$ cat config.mk
export PLATFORM = sky130hd
export DESIGN_NAME = pe_row_seq
export DESIGN_NICKNAME = d
export VERILOG_FILES = /design/src/rtl/pe_row_seq.sv
export SDC_FILE = /design/constraint.sdc
export NUM_CORES = 2
export LEC_CHECK = 0
export ABC_AREA = 1
export CORE_MARGIN = 2
export CORE_UTILIZATION = 54
export DETAILED_ROUTE_END_ITERATION = 8
export PLACE_DENSITY = 0.76
export SLEW_MARGIN = 20
export SYNTH_ARGS = -nofsm -noshare
export SYNTH_HDL_FRONTEND = slang
export SYNTH_SLANG_ARGS = --single-unit
$ cat constraint.sdc
create_clock -name clk -period 8.05 [get_ports clk]
set_input_delay 2.0125 -clock clk [delete_from_list [all_inputs] [get_ports clk]]
set_output_delay 2.0125 -clock clk [all_outputs]
set_load 0.05 [all_outputs]
$ cat src/rtl/pe_row_seq.sv
// One row of the systolic matrix engine: N unsigned MAC lanes fed by a skewed left
// operand pipeline, with a job sequencer and a serial valid/ready result drain.
module pe_row_seq #(
    parameter int unsigned N   = 16,
    parameter int unsigned DW  = 8,
    parameter int unsigned AW  = 24,
    parameter int unsigned SAT = 0
) (
    input  logic            clk,
    input  logic            rst,
    input  logic            start,
    input  logic [15:0]     k_len,
    output logic            busy,
    input  logic [DW-1:0]   left_in,
    input  logic            left_vld,
    input  logic [N*DW-1:0] up_in,
    output logic [N*DW-1:0] down_out,
    output logic [AW-1:0]   out_data,
    output logic            out_valid,
    input  logic            out_ready,
    output logic            out_last,
    output logic            done
);

    localparam int unsigned CW = $clog2(N);
    localparam int unsigned PW = 2 * DW;
    localparam int unsigned SW = AW + 1;
    localparam int unsigned KW = 16;

    localparam logic [1:0] S_IDLE  = 2'd0;
    localparam logic [1:0] S_ACC   = 2'd1;
    localparam logic [1:0] S_FLUSH = 2'd2;
    localparam logic [1:0] S_DRAIN = 2'd3;

    logic [1:0]    state_q, state_d;
    logic [KW-1:0] k_q, beat_q;
    logic [CW-1:0] flush_q, idx_q;
    logic [DW-1:0] lp_q [N-1];
    logic [N-2:0]  vp_q;
    logic [AW-1:0] acc_q [N];

    logic          job_start, beat_acc, drain_load, drain_step, drain_end;
    logic [DW-1:0] lane_l [N];
    logic [N-1:0]  lane_v;

    // Multiply-accumulate with optional clamp at all-ones
    function automatic logic [AW-1:0] mac(input logic [AW-1:0] acc,
                                          input logic [DW-1:0] a,
                                          input logic [DW-1:0] b);
        logic [PW-1:0] prod;
        logic [SW-1:0] sum;
        prod = PW'(a) * PW'(b);
        sum  = {1'b0, acc} + SW'(prod);
        if ((SAT != 0) && sum[AW]) begin
            return '1;
        end
        return sum[AW-1:0];
    endfunction

    always_ff @(posedge clk or negedge rst) begin
        if (!rst) begin
            state_q <= S_IDLE;
        end else begin
            state_q <= state_d;
        end
    end

    always_comb begin
        state_d    = state_q;
        job_start  = 1'b0;
        beat_acc   = 1'b0;
        drain_load = 1'b0;
        drain_step = 1'b0;
        drain_end  = 1'b0;
        case (state_q)
            S_IDLE: begin
                if (start) begin
                    job_start = 1'b1;
                    if (k_len == '0) begin
                        drain_load = 1'b1;
                        state_d    = S_DRAIN;
                    end else begin
                        state_d = S_ACC;
                    end
                end
            end
            S_ACC: begin
                if (left_vld) begin
                    beat_acc = 1'b1;
                    if (KW'(beat_q + KW'(1)) == k_q) begin
                        state_d = S_FLUSH;
                    end
                end
            end
            S_FLUSH: begin
                if (flush_q == CW'(N - 2)) begin
                    drain_load = 1'b1;
                    state_d    = S_DRAIN;
                end
            end
            S_DRAIN: begin
                if (out_valid && out_ready) begin
                    if (idx_q == CW'(N - 1)) begin
                        drain_end = 1'b1;
                        state_d   = S_IDLE;
                    end else begin
                        drain_step = 1'b1;
                    end
                end
            end
            default: state_d = S_IDLE;
        endcase
    end

    // Lane j sees the left operand and its valid bit j cycles late
    always_comb begin
        lane_l[0] = left_in;
        lane_v[0] = beat_acc;
        for (int j = 1; j < N; j++) begin
            lane_l[j] = lp_q[j-1];
            lane_v[j] = vp_q[j-1];
        end
    end

    always_ff @(posedge clk or negedge rst) begin
        if (!rst) begin
            k_q     <= '0;
            beat_q  <= '0;
            flush_q <= '0;
            idx_q   <= '0;
            vp_q    <= '0;
            for (int j = 0; j < N - 1; j++) begin
                lp_q[j] <= '0;
            end
            for (int j = 0; j < N; j++) begin
                acc_q[j] <= '0;
            end
        end else begin
            if (job_start) begin
                k_q    <= k_len;
                beat_q <= '0;
            end else if (beat_acc) begin
                beat_q <= KW'(beat_q + KW'(1));
            end
            flush_q <= (state_q == S_FLUSH) ? CW'(flush_q + CW'(1)) : '0;
            if (drain_load) begin
                idx_q <= '0;
            end else if (drain_step) begin
                idx_q <= CW'(idx_q + CW'(1));
            end
            lp_q[0] <= left_in;
            vp_q[0] <= beat_acc;
            for (int j = 1; j < N - 1; j++) begin
                lp_q[j] <= lp_q[j-1];
                vp_q[j] <= vp_q[j-1];
            end
            for (int j = 0; j < N; j++) begin
                if (job_start) begin
                    acc_q[j] <= '0;
                end else if (lane_v[j]) begin
                    acc_q[j] <= mac(acc_q[j], lane_l[j], up_in[(N-j)*DW-1 -: DW]);
                end
            end
        end
    end

    // Registered outputs; the drain word is preloaded so it is stable while waiting for ready
    always_ff @(posedge clk or negedge rst) begin
        if (!rst) begin
            busy      <= 1'b0;
            done      <= 1'b0;
            down_out  <= '0;
            out_data  <= '0;
            out_valid <= 1'b0;
            out_last  <= 1'b0;
        end else begin
            busy     <= (state_d != S_IDLE);
            done     <= drain_end;
            down_out <= up_in;
            if (drain_load) begin
                out_valid <= 1'b1;
                out_last  <= 1'b0;
                out_data  <= job_start ? '0 : acc_q[0];
            end else if (drain_step) begin
                out_data <= acc_q[CW'(idx_q + CW'(1))];
                out_last <= (idx_q == CW'(N - 2));
            end else if (drain_end) begin
                out_valid <= 1'b0;
                out_last  <= 1'b0;
                out_data  <= '0;
            end
        end
    end

endmodule

==> summary.md <==
| Metric | Value |
|---|---|
| Leak | `45.07 nW` |
| Crit Path Max Fanout | `9` |
| Async SR Flop Fraction | `1.000` |
| Mapped Cells | `9249` |
| Seq/Total Area, Yosys | `0.2486` |
| Power Density | `371.9 mW/mm^2` |
| Overall power | `29.48 mW` |
| Internal Power | `13.85 mW` |
| Worst R2R Path Depth | `18` |
| Area grow syn2layout | `9.869%` |
| Critical path arrival | `6.91 ns` |
| Slew headroom | `0.3504` |
| Post-route insts no fill | `11133` |
| NetSw | `15.63 mW` |
| Hold Path Origin | `vp_q[5]` |
| Ys flop type | `dfrtp_1` |
| Critical path class | `in2reg` |
| Layout cells sized above 1 | `0.02478` |
| Slowest-stage cell, CP | `clkdlybuf4s50_1` |
| Clk sinks | `717` |
| Comb power frac | `0.683` |
| Sequential fraction of design power | `0.176` |
| GRT Total Usage | `0.2940` |
| Synth warnings | `0` |
| Final Skew | `0.02618 ns` |
| Fin crit period | `6.337 ns` |
| Root buffer cell | `clkbuf_16` |
| Worst flop-to-flop path startpoint | `lane_l[62]` |
| Crit path buffers/inverters | `4` |
| Clock slew seen by the registers of the worst setup and hold paths | `0.06 ns` |
| PortBufs | `312` |
| Die Area | `0.1366 sq mm` |
| CP required | `8.62 ns` |
| FF+latch count, synth | `717` |
| Fmax | `157.8 MHz` |
| Top cells by area, synth | `dfrtp_1 25%, fa_1 22%, inv_1 13%` |
| Synthesized area per cell | `7.802 sq um` |
| Core region area | `0.1331 sq mm` |
| Vias | `59610` |
| H-tree depth | `3` |
| Die H | `369.6 um` |
| Crit path cell chain | `clkdlybuf4s50_1 -> nand2_1 -> fa_1 -> inv_1 -> fa_1 -> inv_1 -> fa_1 -> fa_1 -> inv_1 -> ha_1 -> nand3b_1 -> nand2_1 -> a21oi_1 -> o21ai_0 -> nand3_1 -> nand3_1 -> nand3b_1 -> o21ai_0 -> a21oi_1` |
| CP Launch Point | `up_in[56]` |
| Startpoint types | `input port` |
| Clock latency at the later pin of the worst-skew pair | `0.71 ns` |
| Die X | `369.6 um` |
| Cell Area, Synth | `0.07216 sq mm` |
| Fin util | `0.5956` |
| Maximum clock insertion buffer count | `3` |
| Initial antenna violation count | `0` |
| Final hold vios | `0` |
| Starting DRT DRC Count | `4754` |
| Yosys cell types | `52` |
| Num CTS Buffers | `90` |
| Vias in the first global route | `61220` |
| CP endpoint kind | `flop` |
| Cell Rows | `134` |
| First-pass GRT wire length | `320.5 mm` |
| Top delay family on crit path | `adder cells` |
| Routed wire length | `195.3 mm` |
| Post-CTS Setup Bufs | `0` |
| Number of synthesized flops with an enable pin | `0` |
| Largest stage delay, worst path | `0.72 ns` |
| PostCTS Resize Cnt | `0` |
| IO Count | `313` |
| Setup violators final | `0` |
| Post-route clock period utilization | `0.7872` |
| Antenna-violating nets left | `0` |
| Cell count after placement | `10970` |
| Hold path cells | `0` |
| Crit path depth | `19` |
| DRC | `0` |
| Post-CTS Hold Buffers | `0` |
| Setup TNS | `0 ns` |
| Synth top area share | `0.2486` |
| Outcome | `finished clean` |
| Critical Path Most Common Cell | `fa_1` |
| Routed wire per std cell | `17.54 um` |
| Vias per cell | `5.354` |
| Max-slew violations | `0` |
| HPWL after detailed placement | `155.4 mm` |
| Final nets | `10912` |
| First-pass iteration count of the detailed router | `6` |
| RSZ-0062 raised after global routing | `no` |
| CTS tree | `yes` |
| Worst vdd ir | `0.2440 mV` |
| Gp weighted congestion | `0.9825` |
| Area leader, netlist | `dfrtp_1` |
| Sw frac | `0.5303` |
| GR Overflow Total | `0` |
| MaxCap Viol Count | `0` |
| Syn_nets | `10867` |
| Largest net degree at the start of global routing | `147` |
| Slew at the pin with the worst max-slew slack | `0.9743 ns` |
| Clock power share | `0.142` |
| Hold Path Class | `reg2reg` |
| Initial Util | `0.5421` |
## cell families after synthesis
group | share of synthesized area
AOI/OAI and AO/OA | 0.1071
DFF | 0.2486
xor gates and xnor gates | 0.004924
adders and majority gates | 0.3365
buffers and inverters | 0.1475
and+or+nand+nor | 0.1553
## stage by stage
step	worst slack (ns)	hold WS, ns	cell area, sq um
floorplan	2.070	0.3487	72160
global placement	1.175	0.4641	76290
detailed placement	1.038	0.4637	76290
CTS	1.763	0.4773	79270
global route	1.372	0.5140	79280
finish	1.713	0.4817	79280
## routing by layer
layer | part of all wire | vias to the layer above | track usage
met2 | 0.46 | 2212 | 0.4773
li1 | - | 28050 | -
met1 | 0.41 | 28893 | 0.3805
met3 | 0.075 | 455 | 0.05321
met5 | 0 | - | 0
met4 | 0.055 | 0 | 0.1417
## placed cells by master, fill, tap and decap left out, types with 33 or more instances in the layout
| cell type | synthesis | layout |
|---|---|---|
| inv_1 | 2417 | 2417 |
| nand2_1 | 1956 | 1956 |
| fa_1 | 800 | 800 |
| dfrtp_1 | 717 | 716 |
| ha_1 | 661 | 660 |
| a21oi_1 | 579 | 579 |
| o21ai_0 | 573 | 573 |
| nor2_1 | 354 | 354 |
| nand3_1 | 347 | 347 |
| clkdlybuf4s50_1 | 0 | 311 |
| clkbuf_16 | 0 | 92 |
| o22ai_1 | 89 | 89 |
| o211ai_1 | 40 | 40 |
| o21ai_1 | 38 | 38 |
| nor3_1 | 36 | 36 |
| a21o_1 | 33 | 33 |
## power groups by stage
stage / clock [mW] / sequential, mW / combinational, mW
after global placement: 0 / 5.19 / 19.2
after CTS: 4.25 / 5.15 / 19.9
final: 4.17 / 5.18 / 20.1
after global routing: 4.39 / 5.25 / 23.0
after detailed placement: 0 / 5.20 / 19.7
after floorplan: 0 / 5.12 / 14.4
## sequential cells by signal, indices dropped and copies added (netlist names), 2 cells and up
name and flops:
beat_q 16, k_q 16, flush_q 4, acc_q 384
vp_q 15, idx_q 4, state_q 2, out_data 24
down_out 128, lane_l 120
## final cells by class
cell class / count / area [sq um]
Multi-Input combinational cell: 5716 / 43610
Tap cell: 1768 / 2212
Sequential cell: 717 / 17950
Antenna cell: 1 / 2.502
Clock buffer: 131 / 2639
Fill cell: 11750 / 53840
Timing Repair Buffer: 341 / 3408
Clock inverter: 31 / 347.8
Inverter: 2428 / 9117
## final timing paths
check / end / slack [ns]
min in group asynchronous: down_out[14] / 1.25
max in group asynchronous: idx_q[0] / 5.48
max: acc_q[191] / 1.71
min reg2reg: vp_q[6] / 0.48
max reg2reg: acc_q[191] / 2.96
min: vp_q[6] / 0.48
## cells in the mapped netlist, types with 6 or more instances
master / instances
nor3_1: 36
nor2_2: 19
nand2_1: 1956
inv_1: 2417
o21ai_2: 6
o22ai_1: 89
nand3_1: 347
a21oi_1: 579
o21ai_0: 573
clkbuf_1: 319
nor2_1: 354
buf_2: 55
o2111ai_1: 14
nand3b_1: 19
a31oi_1: 11
o21a_1: 6
xor2_1: 32
ha_1: 661
or2_2: 12
buf_1: 13
o21ai_1: 38
nand4_1: 15
a21boi_0: 10
fa_1: 800
a21o_1: 33
o211ai_1: 40
dfrtp_1: 717
o31ai_1: 15
clkinv_1: 6
## worst reg2reg max path: cells and delay by family (launching register included)
kind            cells  cell delay, ns
simple gates        6            0.86
fa+ha+maj           5            2.35
flops               1            0.76
compound gates      4            0.84
buf+inv             3            0.16
(Power assumes the default switching activity.)
